**config.mk**
```make
export PLATFORM = sky130hd
export DESIGN_NAME = bist_march_controller
export DESIGN_NICKNAME = d
export VERILOG_FILES = /design/src/rtl/bist_pkg.sv /design/src/rtl/bist_addr_counter.sv /design/src/rtl/bist_march_controller.sv
export SDC_FILE = /design/constraint.sdc
export NUM_CORES = 1
export LEC_CHECK = 0
export BUFFER_PORTS_ARGS = -buffer_cell sky130_fd_sc_hd__buf_2
export CAP_MARGIN = 20
export CORE_MARGIN = 5
export CORE_UTILIZATION = 50
export DETAILED_ROUTE_END_ITERATION = 6
export PLACE_DENSITY = 0.85
export SLEW_MARGIN = 0
export SYNTH_ARGS = -nofsm -noshare
export SYNTH_HDL_FRONTEND = slang
export SYNTH_SLANG_ARGS = --single-unit
```
**constraint.sdc**
```tcl
create_clock -name clk -period 2.76 [get_ports clk]
set_input_delay 0.276 -clock clk [delete_from_list [all_inputs] [get_ports clk]]
set_output_delay 0.276 -clock clk [all_outputs]
set_load 0.05 [all_outputs]
```
**src/rtl/bist_pkg.sv**
```systemverilog
// Shared types and per-element constant tables for the March C- BIST sequencer.
package bist_pkg;

    typedef enum logic [2:0] {
        M0 = 3'd0,
        M1 = 3'd1,
        M2 = 3'd2,
        M3 = 3'd3,
        M4 = 3'd4,
        M5 = 3'd5
    } march_elem_t;

    typedef enum logic {
        OP_RD = 1'b0,
        OP_WR = 1'b1
    } op_t;

    typedef enum logic [1:0] {
        IDLE  = 2'd0,
        RUN   = 2'd1,
        DRAIN = 2'd2,
        DONE  = 2'd3
    } ctrl_state_t;

    // Bit i of each table describes element Mi.
    localparam logic [5:0] ELEM_UP     = 6'b100111;
    localparam logic [5:0] ELEM_HAS_RD = 6'b111110;
    localparam logic [5:0] ELEM_HAS_WR = 6'b011111;
    localparam logic [5:0] ELEM_RD_ONE = 6'b010100;
    localparam logic [5:0] ELEM_WR_ONE = 6'b001010;

    function automatic logic elem_up(input march_elem_t e);
        return ELEM_UP[e];
    endfunction

    function automatic logic elem_has_rd(input march_elem_t e);
        return ELEM_HAS_RD[e];
    endfunction

    function automatic logic elem_has_wr(input march_elem_t e);
        return ELEM_HAS_WR[e];
    endfunction

    function automatic logic elem_rd_one(input march_elem_t e);
        return ELEM_RD_ONE[e];
    endfunction

    function automatic logic elem_wr_one(input march_elem_t e);
        return ELEM_WR_ONE[e];
    endfunction

    function automatic march_elem_t next_elem(input march_elem_t e);
        return march_elem_t'(e + 3'd1);
    endfunction

endpackage

```
**src/rtl/bist_addr_counter.sv**
```systemverilog
// Loadable up/down address counter; the terminal-count flag follows the current direction.
module bist_addr_counter #(
    parameter int ADDR_W = 6
) (
    input  logic              clk,
    input  logic              rst,
    input  logic              i_load,
    input  logic [ADDR_W-1:0] i_load_val,
    input  logic              i_en,
    input  logic              i_up,
    output logic [ADDR_W-1:0] o_addr,
    output logic              o_tc
);

    logic [ADDR_W-1:0] r_addr;

    // Address register: load beats count so element changes need no idle cycle
    always_ff @(posedge clk) begin
        if (rst) begin
            r_addr <= '0;
        end else if (i_load) begin
            r_addr <= i_load_val;
        end else if (i_en) begin
            if (i_up) begin
                r_addr <= r_addr + ADDR_W'(1);
            end else begin
                r_addr <= r_addr - ADDR_W'(1);
            end
        end
    end

    assign o_addr = r_addr;
    assign o_tc   = i_up ? (&r_addr) : (~|r_addr);

endmodule

```
**src/rtl/bist_march_controller.sv**
```systemverilog
// March C- sequencer: issues SRAM commands, presents expected read data and
// accumulates fail status from the external comparator's eq result.
module bist_march_controller
    import bist_pkg::*;
#(
    parameter int ADDR_W = 6,
    parameter int DATA_W = 8,
    parameter int CNT_W  = 8
) (
    input  logic              clk,
    input  logic              rst,
    input  logic              start,
    output logic              ram_cs,
    output logic              ram_we,
    output logic [ADDR_W-1:0] ram_addr,
    output logic [DATA_W-1:0] ram_din,
    output logic [DATA_W-1:0] data_t,
    output logic              cmp_valid,
    input  logic              eq,
    output logic              busy,
    output logic              done,
    output logic              fail,
    output logic [ADDR_W-1:0] fail_addr,
    output logic [CNT_W-1:0]  fail_count
);

    // The state/element/op/counter registers describe the command currently on the bus.
    ctrl_state_t       r_state;
    march_elem_t       r_elem;
    op_t               r_op;
    logic              r_drain2;
    logic              r_ram_cs;
    logic              r_ram_we;
    logic [DATA_W-1:0] r_ram_din;
    logic [DATA_W-1:0] r_data_t;
    logic              r_cmp_valid;
    logic [ADDR_W-1:0] r_cmp_addr;
    logic              r_busy;
    logic              r_done;
    logic              r_fail;
    logic [ADDR_W-1:0] r_fail_addr;
    logic [CNT_W-1:0]  r_fail_count;

    ctrl_state_t       w_state_nxt;
    march_elem_t       w_elem_nxt;
    op_t               w_op_nxt;
    logic              w_drain_nxt;
    logic              w_issue;
    logic              w_clear;
    logic              w_cnt_load;
    logic [ADDR_W-1:0] w_cnt_load_val;
    logic              w_cnt_en;
    logic              w_cnt_up;
    logic [ADDR_W-1:0] w_cnt_addr;
    logic              w_cnt_tc;
    logic              w_is_read;
    logic              w_miscompare;

    bist_addr_counter #(
        .ADDR_W (ADDR_W)
    ) u_addr_counter (
        .clk        (clk),
        .rst        (rst),
        .i_load     (w_cnt_load),
        .i_load_val (w_cnt_load_val),
        .i_en       (w_cnt_en),
        .i_up       (w_cnt_up),
        .o_addr     (w_cnt_addr),
        .o_tc       (w_cnt_tc)
    );

    assign w_is_read    = (r_state == RUN) && (r_op == OP_RD);
    assign w_miscompare = r_cmp_valid && !eq;

    // Next-command and next-state decode
    always_comb begin
        w_state_nxt    = r_state;
        w_elem_nxt     = r_elem;
        w_op_nxt       = r_op;
        w_drain_nxt    = 1'b0;
        w_issue        = 1'b0;
        w_clear        = 1'b0;
        w_cnt_load     = 1'b0;
        w_cnt_load_val = '0;
        w_cnt_en       = 1'b0;
        w_cnt_up       = elem_up(r_elem);
        case (r_state)
            IDLE, DONE: begin
                if (start) begin
                    w_state_nxt    = RUN;
                    w_elem_nxt     = M0;
                    w_op_nxt       = OP_WR;
                    w_cnt_load     = 1'b1;
                    w_cnt_load_val = '0;
                    w_issue        = 1'b1;
                    w_clear        = 1'b1;
                end else begin
                    w_state_nxt = r_state;
                end
            end
            RUN: begin
                if ((r_op == OP_RD) && elem_has_wr(r_elem)) begin
                    w_op_nxt = OP_WR;
                    w_issue  = 1'b1;
                end else if (!w_cnt_tc) begin
                    w_cnt_en = 1'b1;
                    w_op_nxt = elem_has_rd(r_elem) ? OP_RD : OP_WR;
                    w_issue  = 1'b1;
                end else if (r_elem == M5) begin
                    // Park the address at zero while the last read is compared
                    w_state_nxt    = DRAIN;
                    w_cnt_load     = 1'b1;
                    w_cnt_load_val = '0;
                end else begin
                    w_elem_nxt     = next_elem(r_elem);
                    w_op_nxt       = elem_has_rd(w_elem_nxt) ? OP_RD : OP_WR;
                    w_cnt_load     = 1'b1;
                    w_cnt_load_val = elem_up(w_elem_nxt) ? {ADDR_W{1'b0}} : {ADDR_W{1'b1}};
                    w_issue        = 1'b1;
                end
            end
            DRAIN: begin
                // First cycle carries the final compare, second lets status settle
                if (r_drain2) begin
                    w_state_nxt = DONE;
                end else begin
                    w_drain_nxt = 1'b1;
                end
            end
            default: begin
                w_state_nxt = IDLE;
            end
        endcase
    end

    // Sequencer state and registered SRAM/comparator-side outputs
    always_ff @(posedge clk) begin
        if (rst) begin
            r_state     <= IDLE;
            r_elem      <= M0;
            r_op        <= OP_RD;
            r_drain2    <= 1'b0;
            r_ram_cs    <= 1'b0;
            r_ram_we    <= 1'b0;
            r_ram_din   <= '0;
            r_data_t    <= '0;
            r_cmp_valid <= 1'b0;
            r_cmp_addr  <= '0;
            r_busy      <= 1'b0;
            r_done      <= 1'b0;
        end else begin
            r_state     <= w_state_nxt;
            r_elem      <= w_elem_nxt;
            r_op        <= w_op_nxt;
            r_drain2    <= w_drain_nxt;
            r_ram_cs    <= w_issue;
            r_ram_we    <= w_issue && (w_op_nxt == OP_WR);
            r_ram_din   <= (w_issue && (w_op_nxt == OP_WR) && elem_wr_one(w_elem_nxt))
                           ? {DATA_W{1'b1}} : {DATA_W{1'b0}};
            r_cmp_valid <= w_is_read;
            r_data_t    <= (w_is_read && elem_rd_one(r_elem)) ? {DATA_W{1'b1}} : {DATA_W{1'b0}};
            r_cmp_addr  <= w_cnt_addr;
            r_busy      <= (w_state_nxt == RUN) || (w_state_nxt == DRAIN);
            r_done      <= (w_state_nxt == DONE);
        end
    end

    // Pass/fail accumulation; a restart clears the previous result
    always_ff @(posedge clk) begin
        if (rst || w_clear) begin
            r_fail       <= 1'b0;
            r_fail_addr  <= '0;
            r_fail_count <= '0;
        end else if (w_miscompare) begin
            r_fail <= 1'b1;
            if (!r_fail) begin
                r_fail_addr <= r_cmp_addr;
            end
            if (r_fail_count != {CNT_W{1'b1}}) begin
                r_fail_count <= r_fail_count + CNT_W'(1);
            end
        end
    end

    assign ram_cs     = r_ram_cs;
    assign ram_we     = r_ram_we;
    assign ram_addr   = w_cnt_addr;
    assign ram_din    = r_ram_din;
    assign data_t     = r_data_t;
    assign cmp_valid  = r_cmp_valid;
    assign busy       = r_busy;
    assign done       = r_done;
    assign fail       = r_fail;
    assign fail_addr  = r_fail_addr;
    assign fail_count = r_fail_count;

endmodule

```
### After elaboration in Yosys (flattened, before gate mapping)

Memory sizes are Yosys's and may differ from the RTL's. A register that Yosys moved wholly into a read port is not among the register bits.
Index checks and enable logic that the tools add are counted.

* bits in latches: 0
* input port bits: 4
* memories kept: 7
* bits in registers: 55
* memory bits (writable): 0
* bits in read-only memories: 56

* magnitude comparators: 3
* add/subtract/negate cells: 4
* shift operators: 0
* eq/ne operators: 8
* reduce and logical (&&, ||, !) cells: 18
* muxes and demuxes: 53
* divide/modulo/power cells: 0
* bitwise logic cells: 3
* $mul: 0

Memories
* (name not given): depth 8, width 1, read ports 1, clocked after Yosys merged registers in 1, write ports 0, RTL line bist_pkg.sv:45 `return ELEM_RD_ONE[e];`
* (name not given): depth 8, width 1, read ports 1, clocked after Yosys merged registers in 0, write ports 0, RTL line bist_pkg.sv:49 `return ELEM_WR_ONE[e];`
* (name not given): depth 8, width 1, read ports 1, clocked after Yosys merged registers in 0, write ports 0, RTL line bist_pkg.sv:33 `return ELEM_UP[e];`
* (name not given): depth 8, width 1, read ports 1, clocked after Yosys merged registers in 0, write ports 0, RTL line bist_pkg.sv:37 `return ELEM_HAS_RD[e];`
* (name not given): depth 8, width 1, read ports 1, clocked after Yosys merged registers in 1, write ports 0, RTL line bist_pkg.sv:37
* (name not given): depth 8, width 1, read ports 1, clocked after Yosys merged registers in 1, write ports 0, RTL line bist_pkg.sv:41 `return ELEM_HAS_WR[e];`
* 1 more memories

Operators with widths (number)
* $mux 6: 8
* $mux 1: 25
* $mux 3: 8
* $mux 8: 2
* $lt 3x4->1 const B: 3
* $mux 2: 5
* $add 8x1->8 const B: 1
* $eq 2x2->1 const B: 4
* $ne 8x8->1 const B: 1
* $add 6x1->6 const B: 1
* $logic_and 1x1->1: 6
* $pmux 1 s2: 3
* $pmux 2 s3: 1
* $pmux 3 s2: 1
* $reduce_and 6->1: 1
* $reduce_or 6->1: 1
* $sub 6x1->6 const B: 1
* $eq 2x1->1 const B: 2
* $reduce_and 2->1: 2
* $reduce_or 2->1: 2
* $add 3x1->3 const B: 1
* $eq 3x3->1 const B: 1
* $not 1->1: 3
* $logic_not 1->1: 2
* other kinds (3): 4

### Logic depth before layout (Yosys ltp)

Gate-level depths: netlist (run 1).

* depth after elaboration: 11
* mapped depth: 10

### By module

Synthesis (run 1) repeated with hierarchy kept, for this count alone.

* cells, all modules: 253
* area total of the unflattened synthesis: 2283.4 sq um

By module, submodules not included
* bist_march_controller: area an instance 1813.0 sq um, cells an instance 196, times used 1, sequential area each 780.7 sq um
* bist_addr_counter: area an instance 470.5 sq um, cells an instance 57, times used 1, sequential area each 120.1 sq um

### Worst setup path after synthesis (run 1)

No wires, ideal clock.

* path kind: flip-flop to flip-flop
* start: reg u_addr_counter.r_addr[0] (netlist: u_addr_counter.o_addr[0])
* end: reg r_busy (netlist: busy)
* cell stages (with the launch flop): 10
* data arrival time: 2319 ps
* period minus slack after synthesis: 2447 ps
* path slack: 313 ps
* cell sequence: dfxtp_1 -> nand3_1 -> or2_1 -> buf_6 -> a211o_1 -> a21oi_1 -> nor2_1 -> a211oi_2 -> ha_1 -> nor2b_1

* longest elaborated chain between the ends: 8
* elaborated cells between the ends (all ways): 10

Ends and longest elaborated chain
* start, declared: RTL line bist_addr_counter.sv:15 `logic [ADDR_W-1:0] r_addr;`
* start signal, assigned: RTL line bist_addr_counter.sv:22 `r_addr <= i_load_val;`
* start signal, assigned: RTL line bist_addr_counter.sv:25 `r_addr <= r_addr + ADDR_W'(1);`
* start signal, assigned: RTL line bist_addr_counter.sv:27 `r_addr <= r_addr - ADDR_W'(1);`
* $reduce_or 6->1: RTL line bist_addr_counter.sv:33 `assign o_tc = i_up ? (&r_addr) : (~|r_addr);`
* $logic_not 1->1: RTL line bist_addr_counter.sv:33
* $mux 1 *: RTL line bist_addr_counter.sv:33
* $mux 2 *: RTL line bist_march_controller.sv:105 `end else if (!w_cnt_tc) begin`
* $mux 2 *: RTL line bist_march_controller.sv:102 `if ((r_op == OP_RD) && elem_has_wr(r_elem)) begin`
* $pmux 2 s3 *: RTL line bist_march_controller.sv:87 `case (r_state)`
* net w_state_nxt[1]: RTL line bist_march_controller.sv:44 `ctrl_state_t w_state_nxt;`
* $eq 2x1->1 / $eq 2x2->1 (equally long branches): RTL line bist_march_controller.sv:163 `r_busy <= (w_state_nxt == RUN) || (w_state_nxt == DRAIN);`
* $logic_or 1x1->1 *: RTL line bist_march_controller.sv:163
* end signal, assigned: RTL line bist_march_controller.sv:163
* end, declared: RTL line bist_march_controller.sv:38 `logic r_busy;`

The timed path passes the listed nets; every way through them passes the cells marked *.
A chain may end at the register's enable or synchronous reset.

### Worst setup path after layout (run 1)

Ends and elaborated chain as after synthesis.

==> flow_summary.ini, run 1 <==
[synth]
synth_seq_cells = 45
synth_largest_area_cell = dfxtp_1
syn_inst = 254
synth_edf_count = 0
yosysWarnings = 0
yosysMostFrequentCell = dfxtp_1
synth_commonest_cells = dfxtp_1, a21oi_1, nand2_1
synthArstFlopShare_pct = 0
synth_top_area_share_pct = 39.1
synth_ff_type = dfxtp_1
yosysUniqueCellTypes = 49
synth_nets = 272
synth_seq_area_share_pct = 39.1
synthTopCellsByArea = dfxtp_1, ha_1, mux2i_1
syn_area_um2 = 2300
avgSynthCellArea_um2 = 9.07

[worst_setup_path]
cp-end-kind = register
path_max_fanout = 8
path_class = reg2reg
r2r_setup_slack_ps = 560
required_ps = 2940
cp.arrival_ps = 2380
cp-start-kind = register

[routing]
viasPerCell = 5.44
ant_nets = 0
drt_wl_total_mm = 4.64
vias = 1856
detailroute.wirelength.met3_um = 352
wl_met2_mm = 2.13
wl_met1_mm = 2.07
drc = 0
highest_layer = met4
post_drt_wl_per_cell_um = 13.6
first_iter_violations = 88
dr.pass1.iters = 4

[grt]
track_usage_pct = 15.6
grt_pass1_vias = 1736
grt_max_degree = 17
grt_remaining_overflow = 0
antenna_found_initial = 0
grt_pass1_wl_mm = 7.76

[timing]
grt_setup_unrepaired = false
fmax_mhz = 454
fin_setup_tns_ps = 0
finalSetupViolCount = 0
slew_viol_final = 0
skew_ps = 7.10
relSlewSlack_pct = 58.6
hold_slack_ps = 331
min_period_over_period_pct = 79.7
worstMarginPinSlew_ps = 619
fin_crit_ps = 2200
hold_violations = 0

[clock_network]
cts_root_buffer = clkbuf_8
cts_made_buffers = 5
h-tree-depth = 2
clkLatencyLatePin_ps = 300
cts_resized = 0
clkTransAtPathRegs_ps = 90
cts_setup_buffers = 0
clock-sinks = 45
cts_hold_buf = 0
cts_tree = done
cts_buffer_depth = 2

[place]
gp_congestion = 0.939
placedInstanceArea_um2 = 2470
io_buffers = 45
hpwl_mm = 3.50

[status]
status = completed

[final_layout]
fin_util_pct = 58.6
nets = 306
diodes = 0
finalInstanceArea_um2 = 2590
layout-drive-gt1-share_pct = 22.5
syn2layout_area_growth_pct = 12.2
fillers = 399

[floorplan]
dieArea_um2 = 6070
initial_utilization_pct = 52.2
pin_count = 46
die_y_um = 77.9
core-area_um2 = 4410
num_rows = 24
die_w_um = 77.9

[pwr]
p_leak_nw = 1.16
pwr_density_cell_nw_per_um2 = 529
ir_drop_v = 0.000242

[worst_hold_path]
hp-class = in2reg

[job]
cap_violations = 0
==> state kept, by name, summed over array words and instances (netlist names), 2 cells and up, named ones only <==
signal and flops:
u_addr_counter.o_addr 6, r_cmp_addr 6, r_elem 3, r_state 2, fail_count 8, fail_addr 6
==> metrics by stage <==
step           worst slack [ps]  total power [mW]  instances
3_5_place_dp                596             0.887        333
3_3_place_gp                624             0.884        333
4_1_cts                     563              1.38        341
5_1_grt                     367              1.43        341
2_1_floorplan               313             0.842        254
6_report                    559              1.37        341
==> logic make-up (layout without fill, tap and decap cells) <==
logic type	after synthesis	in the layout	share of synthesized area, %
adder cells (fa/ha/maj)	14	14	7.93
flip-flops	45	45	39.1
buffers and inverters	31	66	7.65
AND/OR/NAND/NOR	87	87	20.0
XOR/XNOR	10	10	3.80
AO/OA/AOI/OAI	55	55	16.2
multiplexers	12	12	5.27
==> routing by layer <==
layer	vias up	global-route usage (%)
met5	-	0
met4	0	6.59
met3	11	4.51
met2	55	25.2
met1	856	19.3
li1	934	-
==> area by class of cell <==
type | count | area [um2] | share of cell area, %
clock inverters | 3 | 46.3 | 1.79
clock buffers | 5 | 68.8 | 2.66
flip-flops and latches | 45 | 901 | 34.8
inverters | 12 | 45.0 | 1.74
repair buffers | 46 | 233 | 9.00
well taps | 52 | 65.1 | 2.52
multi-input cells | 178 | 1230 | 47.5
==> power breakdown <==
group          switching (mW)  total (mW)  internal (mW)  leakage (nW)
clock                   0.225       0.496          0.271        0.0543
sequential             0.0220       0.693          0.671         0.366
combinational           0.126       0.181         0.0550         0.741
==> worst max-delay path: stages, from the launching register on <==
cell	delay [ps]
dfxtp_1	500
nand3_1	130
or2_1	320
a211o_1	320
a21oi_1	150
nor2_1	80
a211oi_2	200
ha_1	250
nor2b_1	120
==> layout by cell type, fill, tap and decap left out, drive strengths merged, types with 3 or more instances in the layout <==
| cell | instances |
|---|---|
| or3 | 3 |
| xnor2 | 5 |
| ha | 13 |
| mux2i | 11 |
| a211oi | 3 |
| nor3b | 3 |
| xor2 | 5 |
| nor2 | 17 |
| nand4 | 4 |
| nor3 | 5 |
| or2 | 3 |
| and3 | 3 |
| nand2b | 5 |
| clkbuf | 5 |
| buf | 46 |
| a21oi | 19 |
| nor2b | 13 |
| dfxtp | 45 |
| nand3 | 3 |
| and2 | 4 |
| o211ai | 3 |
| inv | 12 |
| o21ai | 14 |
| nand2 | 20 |
==> path summary, 6_finish.rpt <==
path,startpoint,cells after the start,endpoint
setup / recovery,u_addr_counter.o_addr[0],8,busy
hold / removal,eq,3,fail
setup reg to reg,u_addr_counter.o_addr[0],8,busy
hold reg to reg,r_drain2,1,r_drain2
No activity file was read; power rests on OpenSTA's default activity.
==> run 2: changes to the inputs <==
Clock period 2.76 ns to 2.2 ns, I/O delays scaled along.
==> flow_summary.ini, run 2 (synthesis results as in run 1) <==
[status]
status = completed

[worst_setup_path]
required_ps = 2380
cp_slowest_cell = dfxtp_2
startpoint = u_addr_counter.o_addr[3]
cp.arrival_ps = 2230
cpPeakStageDelay_ps = 360
cp-end-kind = register
path_class = reg2reg
crit_buf_inv = 0
path_max_fanout = 6
crit_chain = nor4_2 > nand2_2 > a211o_1 > a21oi_1 > nor2_1 > a211oi_2 > ha_1 > nor2b_1
r2r_start = u_addr_counter.o_addr[3]
cp-start-kind = register
crit_family = compound AO/OA/AOI/OAI gates

[final_layout]
fillers = 379
multi_input_area_um2 = 1230
diodes = 0
seqCellArea_um2 = 912
finalInstanceArea_um2 = 2610
largest_reg_flops = 8
fin_cells = 347
nets = 312
layout-drive-gt1-share_pct = 26.1
final_cell_mix = buf_2, dfxtp_1, nand2_1, a21oi_1, nor2_1
syn2layout_area_growth_pct = 13.2
mostFrequentLayoutCell = buf_2

[floorplan]
dieArea_um2 = 6070
die_w_um = 77.9
num_rows = 24
initial_utilization_pct = 52.2
pin_count = 46
die_y_um = 77.9
core-area_um2 = 4410

[routing]
post_drt_wl_per_cell_um = 13.8
first_iter_violations = 78
viasPerCell = 5.41
ant_nets = 0
drc = 0
drt_wl_total_mm = 4.78
vias = 1876
dr.pass1.iters = 4

[place]
hpwl_mm = 3.61
placedInstanceArea_um2 = 2530
dp.cells = 339
io_buffers = 45
gp_congestion = 0.884

[timing]
finalSetupViolCount = 0
hold_violations = 0
grt_setup_unrepaired = false
hold_slack_ps = 281
relSlewSlack_pct = 57.6
worstMarginPinSlew_ps = 633
skew_ps = 7.75
fin_crit_ps = 2050
min_period_over_period_pct = 93.3
fmax_mhz = 487
slew_viol_final = 0
fin_setup_tns_ps = 0

[worst_hold_path]
hp-class = in2reg
holdCritStartpoint = eq

[job]
cap_violations = 0

[grt]
grt_remaining_overflow = 0
track_usage_pct = 16.4
antenna_found_initial = 0
grt_pass1_wl_mm = 8.22
grt_max_degree = 17
grt_pass1_vias = 1782

[pwr]
p_leak_nw = 1.18
total_power_mw = 1.60
ir_drop_v = 0.000322
pwr_density_cell_nw_per_um2 = 613

[clock_network]
cts_hold_buf = 0
cts_root_buffer = clkbuf_8
clock-sinks = 45
cts_made_buffers = 5
clkLatencyLatePin_ps = 300
cts_tree = done
clkTransAtPathRegs_ps = 80
cts_buffer_depth = 2
h-tree-depth = 2
cts_setup_buffers = 0
==> run 2: cell types whose count changed in the layout (fill, tap and decap cells not counted), moves of 2 or more <==
cell / previous run / this run
buf_4: 1 / 7
dfxtp_2: 0 / 6
dfxtp_1: 45 / 38
clkbuf_1: 0 / 2
==> run 2: repair_timing <==
action,4_1_cts,5_1_grt
setup endpoints to repair,0,2
hold endpoints to repair,0,0
resized for setup,0,2
==> run 2: final cells by class <==
class	count	share of cell area (%)
inverter	12	1.73
sequential	45	34.9
clock inverter	1	0.240
timing repair buffer	52	10.6
tap	52	2.49
clock buffer	7	2.92
multi-input combinational	178	47.0
==> run 2: final timing paths <==
check | endpoint | slack (ps) | cells past startpoint
worst max-delay path | busy | 150 | 8
worst min-delay path | fail | 280 | 3
worst max register to register | busy | 150 | 8
worst min register to register | data_t[6] | 430 | 1
==> run 2: tightest hold or removal path, delay by kind of cell <==
kind,cells,cell delay [ps]
buffers and inverters,1,70
and+or+nand+nor,1,160
AOI/OAI and AO/OA,1,80
==> run 2: through the flow <==
stage | setup slack (ps) | util, %
6_report | 146 | 59.1
5_1_grt | 9.98 | 59.1
4_1_cts | 151 | 59.1
3_5_place_dp | 173 | 57.2
3_3_place_gp | 198 | 57.2
2_1_floorplan | 21.4 | -
==> run 2: where the power goes <==
part / internal [mW] / total [mW] / leakage [nW] / switching, mW
Sequential: 0.843 / 0.871 / 0.369 / 0.0281
Combinational: 0.0744 / 0.234 / 0.767 / 0.159
Clock: 0.226 / 0.496 / 0.0428 / 0.270
Total: 1.14 / 1.60 / 1.18 / 0.457
==> run 2: metal layers <==
layer	track usage (%)	vias up	wire length (um)	share of wire, %
met1	21.9	871	2210	46
met3	3.94	7	263	5.5
met4	6.42	0	87	1.8
met2	25.5	49	2210	46
li1	-	949	-	-
met5	0	-	0	0
